[config.mk]
export PLATFORM = sky130hd
export DESIGN_NAME = snake_segment_scanner_flat
export DESIGN_NICKNAME = d
export VERILOG_FILES = /design/src/rtl/snake_segment_scanner_pkg.sv /design/src/rtl/snake_segment_scanner_if.sv /design/src/rtl/snake_segment_scanner_segment_store.sv /design/src/rtl/snake_segment_scanner.sv /design/src/flat_wrapper.sv
export SDC_FILE = /design/constraint.sdc
export NUM_CORES = 2
export LEC_CHECK = 0
export CORE_MARGIN = 2
export CORE_UTILIZATION = 60
export CTS_CLUSTER_DIAMETER = 100
export CTS_CLUSTER_SIZE = 10
export DETAILED_ROUTE_END_ITERATION = 10
export GPL_TIMING_DRIVEN = 0
export PLACE_DENSITY = 0.83
export SLEW_MARGIN = 40
export SYNTH_ARGS = -nofsm -noshare
export SYNTH_HDL_FRONTEND = slang
export SYNTH_HIERARCHICAL = 1
export SYNTH_SLANG_ARGS = --single-unit
[constraint.sdc]
create_clock -name clock -period 3.2 [get_ports clock]
set_input_delay 0.32 -clock clock [delete_from_list [all_inputs] [get_ports clock]]
set_output_delay 0.32 -clock clock [all_outputs]
set_load 0.005 [all_outputs]
[src/rtl/snake_segment_scanner_pkg.sv]
// ============================================================================
// snake_segment_scanner_pkg: shared sizing constants and scan FSM states. Rev 1.0
// ============================================================================
`default_nettype none

package snake_segment_scanner_pkg;

  localparam int MAX_LEN  = 32;
  localparam int INIT_LEN = 3;
  localparam int POS_W    = 20;
  localparam int LEN_W    = 6;

  typedef enum logic [1:0] {
    IDLE = 2'd0,
    SCAN = 2'd1,
    DONE = 2'd2
  } state_t;

endpackage

`default_nettype wire

[src/rtl/snake_segment_scanner_if.sv]
// ============================================================================
// snake_segment_scanner_if: segment index out to the mover, X/Y position back. Rev 1.0
// ============================================================================
`default_nettype none

interface snake_segment_scanner_if #(
  parameter int POS_W = 20
);

  logic [POS_W-1:0] bitNum;
  logic [POS_W-1:0] X;
  logic [POS_W-1:0] Y;

  modport master (output bitNum, input X, input Y);
  modport slave  (input bitNum, output X, output Y);

endinterface

`default_nettype wire

[src/rtl/snake_segment_scanner_segment_store.sv]
// ============================================================================
// segment_store: slot array of segment positions plus registered pixel hit compare. Rev 1.0
// ============================================================================
`default_nettype none

module segment_store
  import snake_segment_scanner_pkg::*;
#(
  parameter int MAX_LEN = snake_segment_scanner_pkg::MAX_LEN,
  parameter int POS_W   = snake_segment_scanner_pkg::POS_W,
  parameter int LEN_W   = snake_segment_scanner_pkg::LEN_W,
  parameter int IDX_W   = (MAX_LEN > 1) ? $clog2(MAX_LEN) : 1
) (
  input  logic             clock,
  input  logic             resetN,
  input  logic             we,
  input  logic [IDX_W-1:0] addr,
  input  logic [POS_W-1:0] wr_x,
  input  logic [POS_W-1:0] wr_y,
  input  logic [LEN_W-1:0] length,
  input  logic [POS_W-1:0] pixel_x,
  input  logic [POS_W-1:0] pixel_y,
  output logic             head_hit,
  output logic             body_hit
);

  logic [POS_W-1:0] r_slot_x [MAX_LEN];
  logic [POS_W-1:0] r_slot_y [MAX_LEN];
  logic [MAX_LEN-1:0] w_body_vec;
  logic               w_head;

  always_ff @(posedge clock or negedge resetN) begin
    if (!resetN) begin
      for (int i = 0; i < MAX_LEN; i++) begin
        r_slot_x[i] <= '0;
        r_slot_y[i] <= '0;
      end
    end else if (we) begin
      r_slot_x[addr] <= wr_x;
      r_slot_y[addr] <= wr_y;
    end
  end

  // Slots at or above the live length keep stale data; the length gate masks them.
  generate
    for (genvar i = 0; i < MAX_LEN; i++) begin : g_cmp
      if (i == 0) begin : g_head_slot
        assign w_body_vec[i] = 1'b0;
      end else begin : g_body_slot
        assign w_body_vec[i] = (LEN_W'(i) < length) &&
                               (r_slot_x[i] == pixel_x) &&
                               (r_slot_y[i] == pixel_y);
      end
    end
  endgenerate

  assign w_head = (r_slot_x[0] == pixel_x) && (r_slot_y[0] == pixel_y);

  always_ff @(posedge clock or negedge resetN) begin
    if (!resetN) begin
      head_hit <= 1'b0;
      body_hit <= 1'b0;
    end else begin
      head_hit <= w_head;
      body_hit <= |w_body_vec;
    end
  end

endmodule

`default_nettype wire

[src/rtl/snake_segment_scanner.sv]
// ============================================================================
// snake_segment_scanner: per tick, walks segments 0..length-1 and latches the mover's X/Y. Rev 1.0
// ============================================================================
`default_nettype none

module snake_segment_scanner
  import snake_segment_scanner_pkg::*;
#(
  parameter int MAX_LEN  = snake_segment_scanner_pkg::MAX_LEN,
  parameter int INIT_LEN = snake_segment_scanner_pkg::INIT_LEN,
  parameter int POS_W    = snake_segment_scanner_pkg::POS_W
) (
  input  logic                     clock,
  input  logic                     resetN,
  input  logic                     tick,
  input  logic                     grow,
  snake_segment_scanner_if.master  mover,
  input  logic [POS_W-1:0]         pixelX,
  input  logic [POS_W-1:0]         pixelY,
  output logic                     bodyHit,
  output logic                     headHit,
  output logic [LEN_W-1:0]         length,
  output logic                     busy,
  output logic                     frameDone,
  output logic                     overrun
);

  localparam int IDX_W = (MAX_LEN > 1) ? $clog2(MAX_LEN) : 1;

  state_t           r_state, w_state_nxt;
  logic [IDX_W-1:0] r_idx, w_idx_nxt;
  logic [LEN_W-1:0] r_len, w_len_nxt;
  logic             r_pend, w_pend_nxt;
  logic             r_ovr, w_ovr_nxt;
  logic             w_we;
  logic             w_last;

  always_ff @(posedge clock or negedge resetN) begin
    if (!resetN) begin
      r_state <= IDLE;
      r_idx   <= '0;
      r_len   <= LEN_W'(INIT_LEN);
      r_pend  <= 1'b0;
      r_ovr   <= 1'b0;
    end else begin
      r_state <= w_state_nxt;
      r_idx   <= w_idx_nxt;
      r_len   <= w_len_nxt;
      r_pend  <= w_pend_nxt;
      r_ovr   <= w_ovr_nxt;
    end
  end

  assign w_last = (LEN_W'(r_idx) == (r_len - LEN_W'(1)));

  always_comb begin
    w_state_nxt = r_state;
    w_idx_nxt   = r_idx;
    w_len_nxt   = r_len;
    w_pend_nxt  = r_pend | grow;
    w_ovr_nxt   = r_ovr | (tick && (r_state != IDLE));
    w_we        = 1'b0;
    case (r_state)
      IDLE: begin
        w_idx_nxt = '0;
        if (tick) begin
          w_state_nxt = SCAN;
        end
      end
      SCAN: begin
        w_we = 1'b1;
        if (w_last) begin
          w_state_nxt = DONE;
          w_idx_nxt   = '0;
        end else begin
          w_idx_nxt = r_idx + IDX_W'(1);
        end
      end
      DONE: begin
        w_state_nxt = IDLE;
        w_idx_nxt   = '0;
        // A grow landing on this very cycle is folded in here too, at most one step per scan.
        if (w_pend_nxt) begin
          w_pend_nxt = 1'b0;
          if (r_len < LEN_W'(MAX_LEN)) begin
            w_len_nxt = r_len + LEN_W'(1);
          end
        end
      end
      default: begin
        w_state_nxt = IDLE;
        w_idx_nxt   = '0;
      end
    endcase
  end

  assign mover.bitNum = POS_W'(r_idx);
  assign length       = r_len;
  assign busy         = (r_state == SCAN);
  assign frameDone    = (r_state == DONE);
  assign overrun      = r_ovr;

  segment_store #(
    .MAX_LEN (MAX_LEN),
    .POS_W   (POS_W),
    .LEN_W   (LEN_W),
    .IDX_W   (IDX_W)
  ) u_store (
    .clock    (clock),
    .resetN   (resetN),
    .we       (w_we),
    .addr     (r_idx),
    .wr_x     (mover.X),
    .wr_y     (mover.Y),
    .length   (r_len),
    .pixel_x  (pixelX),
    .pixel_y  (pixelY),
    .head_hit (headHit),
    .body_hit (bodyHit)
  );

endmodule

`default_nettype wire

[src/flat_wrapper.sv]
// flat-port wrapper written by rule: the top's interface ports become plain ports
module snake_segment_scanner_flat import snake_segment_scanner_pkg::*;
#(
  parameter int MAX_LEN  = snake_segment_scanner_pkg::MAX_LEN,
  parameter int INIT_LEN = snake_segment_scanner_pkg::INIT_LEN,
  parameter int POS_W    = snake_segment_scanner_pkg::POS_W
)
  (clock, resetN, tick, grow, pixelX, pixelY, bodyHit, headHit, length, busy, frameDone, overrun, mover_bitNum, mover_X, mover_Y);
  snake_segment_scanner_if #(.POS_W(POS_W)) mover_i ();
  input  logic clock;
  input  logic resetN;
  input  logic tick;
  input  logic grow;
  input  logic [POS_W-1:0] pixelX;
  input  logic [POS_W-1:0] pixelY;
  output logic bodyHit;
  output logic headHit;
  output logic [LEN_W-1:0] length;
  output logic busy;
  output logic frameDone;
  output logic overrun;
  output wire logic [$bits(mover_i.bitNum)-1:0] mover_bitNum;
  input wire logic [$bits(mover_i.X)-1:0] mover_X;
  input wire logic [$bits(mover_i.Y)-1:0] mover_Y;
  assign mover_bitNum = mover_i.bitNum;
  assign mover_i.X = mover_X;
  assign mover_i.Y = mover_Y;
  snake_segment_scanner #(.MAX_LEN(MAX_LEN), .INIT_LEN(INIT_LEN), .POS_W(POS_W)) u_core (.clock(clock), .resetN(resetN), .tick(tick), .grow(grow), .mover(mover_i), .pixelX(pixelX), .pixelY(pixelY), .bodyHit(bodyHit), .headHit(headHit), .length(length), .busy(busy), .frameDone(frameDone), .overrun(overrun));
endmodule
==> key figures <==
STA
  – Worst Clk Skew: 0.0268 ns
  – Worst hold slack: 0.105 ns
  – Period utilisation layout: 110%
  – Hold Vio Cnt, Final: 0
  – Fmax: 0.285 GHz
  – Max-slew headroom: 30.3%
  – Fin crit period: 3.51 ns
  – Worst-Margin Slew: 1.05 ns
  – Max-slew violations: 0
  – Final setup margin: -0.312 ns
  – RSZ-0062 raised after global routing: no
  – Final setup fails: 32

Clock network
  – TritonCTS Buffers: 147
  – Htree depth: 4
  – CTS max path bufs: 3
  – Clock latency on the worst-skew pair: 0.78 ns
  – CTS tree: yes
  – Clock-pin slew on the worst setup and hold paths: 0.05 ns
  – CTS Sinks: 1297
  – Root buf cell: clkbuf_16

Synth
  – Mapped Cells: 4882
  – Most used DFF post-synth: dfrtp_1
  – Register area share after synthesis: 50.9%
  – Post-synth EDFFs: 0
  – Ys async rst share: 100%
  – YS warnings: 6
  – FF+latch count, synth: 1297
  – Post-Syn Area per Cell: 13.1 um^2
  – Unique masters post-synth: 57
  – Mapped cell area: 63800 um^2

Worst hold path
  – Worst min-delay path category: input pin to asynchronous set/reset pin

Critical path
  – Worst-path maximum fanout: 10
  – R2R setup slack: -0.12 ns
  – Critical Path End Type: register
  – Worst setup SP type: input pin
  – Worst Path Arrival: 4.19 ns
  – WP data required: 3.88 ns
  – Critical path class: input pin to register
  – CP max stage delay: 0.83 ns
  – Crit-path slowest cell: buf_2
  – Crit path cell chain: buf_4 -> buf_6 -> buf_2 -> xor2_1 -> nor4_1 -> nand3_1 -> o31ai_1 -> nor3_1 -> o22ai_1 -> or4_4

Global routing
  – Global Route Usage Sum: 48.0%
  – Vias in the first global route: 46100
  – Largest net degree at the start of global routing: 114
  – Antenna violations before repair: 39
  – First-pass GRT wire length: 355000 um
  – Overflow after GRT: 0

Placement
  – Dpl hpwl: 166000 um
  – Placed cells: 6366
  – # port buffers: 59
  – Placed Area: 66800 um^2
  – Routability Congestion: 1.03

Pwr
  – VDD IR-drop max: 0.000567 V
  – PwrDens: 673 nW/um^2
  – Leak Pwr: 31.6 nW

Final layout
  – Share of post-route cells with drive strength above 1: 35.2%
  – Final core occ: 67.4%
  – Nets: 5222
  – Fill cells: 7423
  – Final cell count without fillers: 6573
  – Layout area overhead: 11.4%
  – Design area: 71100 um^2

Routing
  – Drt first pass iters: 9
  – DRC: 20
  – Vias per inst: 7.13
  – WL/cell: 39.7 um
  – Antenna-violating nets left: 0
  – Initial DRC count: 8595
  – Drt total wl: 261000 um
  – Via Count: 46900

Floorplan
  – Core ar.: 105000 um^2
  – Chip height: 330 um
  – Die area: 109000 um^2
  – # IOs: 115
  – Rows: 119
  – Chip Width: 330 um
  – Initial Utilization: 60.5%

Job
  – Max Cap Viol: 0

Outcome
  – Status: finished, violations left
  – Failing checks: DRC, setup timing
[worst max-delay path, delay by kind of cell]
family	cells	cell delay [ns]
AND/OR/NAND/NOR	4	1.30
XOR/XNOR	1	0.19
AO/OA/AOI/OAI	2	0.98
buffers and inverters	3	1.38
[cells in the mapped netlist (all sizes together) (2+ instances only)]
cell	count	area share, %
nand4	183	1.8
dfrtp	1295	51
or3	3	0.045
mux2	1280	23
ha	3	0.059
nor3	14	0.12
nor3b	5	0.059
nor2	26	0.15
or2	3	0.029
o22ai	4	0.039
a31oi	2	0.020
o21ai	10	0.078
dfstp	2	0.082
buf	210	1.9
a22oi	2	0.024
o221ai	2	0.027
a211oi	5	0.059
nand3	19	0.15
nand3b	4	0.047
inv	9	0.053
a21oi	10	0.078
o2111ai	8	0.11
nor4	211	2.1
or4	3	0.035
or2b	2	0.024
o211ai	3	0.035
clkbuf	221	1.3
and3	3	0.029
a311oi	2	0.037
a2111oi	4	0.065
nand2	29	0.17
nand2b	4	0.051
xor2	679	9.3
xnor2	609	8.4
[metal layers]
metal	routed length (um)	GRT usage, %	share of wire (%)
met3	45400	23.0	17
met2	101000	63.7	39
met1	86000	58.3	33
met5	200	0.435	0.077
met4	28200	40.8	11
[cell usage in the layout (no fill, tap or decap), types with 4 or more instances in the layout]
cell and n:
a211oi_1 4, a21oi_1 9, buf_1 30, buf_16 16
buf_2 100, buf_4 83, buf_6 8, clkbuf_1 104
clkbuf_16 154, clkbuf_2 124, clkdlybuf4s50_1 58, conb_1 15
dfrtp_1 1291, diode_2 30, inv_1 8, mux2_2 1280
nand2_1 29, nand3_1 17, nand3b_1 4, nand4_1 183
nor2_1 24, nor3_1 11, nor4_1 207, nor4_2 4
o2111ai_1 8, o21ai_0 7, o22ai_1 4, xnor2_1 609
xor2_1 679
[final cells by class]
class                      count  area [um^2]  area share [%]
antenna                       30         75.1           0.106
clock inverter                 4         38.8          0.0546
tap                         1391         1740            2.45
inverter                       9         33.8          0.0475
multi-input combinational   3159        29400            41.4
clock buffer                 162         3880            5.46
timing repair buffer          91         1160            1.64
sequential                  1297        32500            45.7
buffer                       430         2230            3.14
[sequential cells by signal, summed over array words and instances (netlist names)]
name / flops
u_core/length: 6
u_core/overrun: 1
u_core/r_idx: 5
u_core/r_pend: 1
u_core/r_state: 2
u_core/u_store/body_hit: 1
u_core/u_store/head_hit: 1
u_core/u_store/r_slot_x: 640
u_core/u_store/r_slot_y: 640
[timing repair]
| action | CTS | global route |
|---|---|---|
| hold buffers | 1 | 0 |
| endpoints found under the setup margin | 2 | 31 |
| setup buffers | 4 | 6 |
| pin swaps | 6 | 8 |
| gates resized for setup | 34 | 12 |
| endpoints found under the hold margin | 276 | 0 |
[report_power, final]
part           switching, W  total (W)  internal (W)
logic               0.00594     0.0112       0.00521
clock network       0.00652     0.0150       0.00844
registers           0.00232     0.0217        0.0194
[path summary, 6_finish.rpt]
path,from,endpoint,depth (start not counted)
min in group clock,tick,u_core/overrun,3
setup reg to reg,u_core/length[1],u_core/u_store/body_hit,9
hold / removal,resetN,u_core/u_store/r_slot_x[241],2
setup / recovery,pixelX[11],u_core/u_store/body_hit,10
hold reg to reg,u_core/r_state[1],u_core/r_state[0],1
max in group asynchronous,resetN,u_core/u_store/r_slot_x[507],6
[per-stage QoR]
step | setup WS, ns | setup TNS [ns] | total power, W
CTS | 0.00302 | 0 | 0.0471
floorplan | 0.672 | 0 | 0.0284
detailed placement | -1.40 | -1.40 | 0.0323
global route | 0.00575 | 0 | 0.0490
finish | -0.312 | -1.38 | 0.0478
global placement | -57.06 | - | 0.0317
[cell families after synthesis]
logic type               count (synthesis)  share of synthesized area, %
flip-flops                            1297                          50.9
AO/OA/AOI/OAI                           59                         0.667
XOR/XNOR                              1288                          17.7
other                                    1                       0.00588
adder cells (fa/ha/maj)                  3                        0.0588
multiplexers                          1280                          22.6
buffers and inverters                  440                          3.28
AND/OR/NAND/NOR                        514                          4.84
Note: power is estimated with default switching activity, not from simulation.
==> variant (config.mk and constraints unchanged) <==
Add an input register stage for `tick`, `grow`, `pixelX` and `pixelY`; this delays them by one clock. The other inputs are not delayed to match. Comments in the files are not updated.
--- a/src/rtl/snake_segment_scanner.sv
+++ b/src/rtl/snake_segment_scanner.sv
@@ -28,2 +28,14 @@
   localparam int IDX_W = (MAX_LEN > 1) ? $clog2(MAX_LEN) : 1;
+
+  logic tick_q;
+  logic grow_q;
+  logic [POS_W-1:0] pixelX_q;
+  logic [POS_W-1:0] pixelY_q;
+
+  always_ff @(posedge clock) begin
+    tick_q   <= tick;
+    grow_q   <= grow;
+    pixelX_q <= pixelX;
+    pixelY_q <= pixelY;
+  end
 
@@ -59,4 +71,4 @@
     w_len_nxt   = r_len;
-    w_pend_nxt  = r_pend | grow;
-    w_ovr_nxt   = r_ovr | (tick && (r_state != IDLE));
+    w_pend_nxt  = r_pend | grow_q;
+    w_ovr_nxt   = r_ovr | (tick_q && (r_state != IDLE));
     w_we        = 1'b0;
@@ -65,3 +77,3 @@
         w_idx_nxt = '0;
-        if (tick) begin
+        if (tick_q) begin
           w_state_nxt = SCAN;
@@ -115,4 +127,4 @@
     .length   (r_len),
-    .pixel_x  (pixelX),
-    .pixel_y  (pixelY),
+    .pixel_x  (pixelX_q),
+    .pixel_y  (pixelY_q),
     .head_hit (headHit),
Behaviour: not the same (Yosys sat finds a counterexample within 4 cycles, from zero or initial values and one cycle with resetN low).
==> variant against the unedited design <==
Sequential cell count increased by 42. Utilization increased by 1.1 points. Setup slack got worse by 0.15 ns. Cell count increased by 2.5%. Wire length increased by 0.23%. Total power increased by 42%. Synthesized cell count increased by 0.96%. Synthesized area increased by 1.4%. Critical path type is now reg2reg. Final area increased by 3.2%. Sequential share of layout area decreased by 0.29 points. The flow finishes with violations (negative setup slack).
==> variant: results (changes against the unedited design) <==
outcome = finished with violations (unchanged)
failing checks = negative setup slack (was design-rule violations, negative setup slack)
leakage power = 30.70 nW (was 31.60 nW)
First DRT Iteration DRCs = 8787 (was 8595)
vias in the first global route = 46840 (was 46110)
nets@finish = 5348 (was 5222)
R2R cell count = 10 (was 9)
FF-to-FF Start = u_core/pixelY_q[2] (was u_core/length[1])
DP HPWL = 162.2 mm (was 165.6 mm)
CTS Buf Count = 151 (was 147)
gr usage total = 0.4712 (was 0.4798)
Synth top cells by count = dfrtp_1 (1295), mux2_2 (1280), xor2_1 (676) (was dfrtp_1 (1295), mux2_2 (1280), xor2_1 (679))
Post-CTS Hold Fix Bufs = 43 (was 1)
sequential fraction of the synthesis area = 0.5150 (was 0.5088)
largest net degree at the start of global routing = 116 (was 114)
drt wl/cell = 38.87 um (was 39.73 um)
Final Worst Setup Slack = -0.4598 ns (was -0.3115 ns)
Vias per Instance = 7.072 (was 7.134)
Area after DPL = 68100 um^2 (was 66830 um^2)
maximum vdd drop = 0.0006429 V (was 0.0005669 V)
Fin Clk Skew = 0.03748 ns (was 0.02684 ns)
routability cong. = 1.007 (was 1.027)
CP max-delay cell = o31ai_2 (was buf_2)
Placed Cells = 6463 (was 6366)
final setup vio count = 37 (was 32)
share of layout cells above drive strength 1 = 0.3417 (was 0.3517)
Critical Path Max Stage Delay = 0.53 ns (was 0.83 ns)
postcts setup bufs = 1 (was 4)
initial antenna violation count = 41 (was 39)
post-CTS sizing = 97 (was 34)
DRC = 0 (was 20)
Hold Path Class = in2reg (was in2async)
Async SR Flop Fraction = 0.9686 (was 1.000)
NetSw = 0.02211 W (was 0.01477 W)
Tightest Pin Transition = 1.043 ns (was 1.046 ns)
## variant: cell count changes after synthesis, moves of 2 or more
cell and delta:
dfxtp_1 +42, a21oi_1 +2, xnor2_1 +6, nand2_1 +3, xor2_1 -3, a211oi_1 -4, nor3_1 +3
## variant: metal layers
metal  vias to the layer above  wire (um)  GRT usage
met5                         -        287    0.01780
met2                      4493     102700     0.6246
met4                        21      27030     0.3869
li1                      17570          -          -
met1                     24110      87460     0.5672
met3                      1439      44290     0.2400
## variant: cell type report
class                           count  area [um^2]
Multi-Input combinational cell   3163        29430
Inverter                           10        37.54
Clock buffer                      194         4089
Sequential cell                  1339        33310
Antenna cell                       24        60.06
Fill cell                        7479        33680
Timing Repair Buffer              166         2029
Tap cell                         1403         1755
Buffer                            430         2565
Clock inverter                      6        100.1
## variant: logic make-up after synthesis
logic type,synth area share
flops,0.5150
compound gates,0.005786
fa+ha+maj,0.0005805
buf+inv,0.03251
simple gates,0.04808
mux,0.2229
xor+xnor,0.1751
other cells,0.00005799
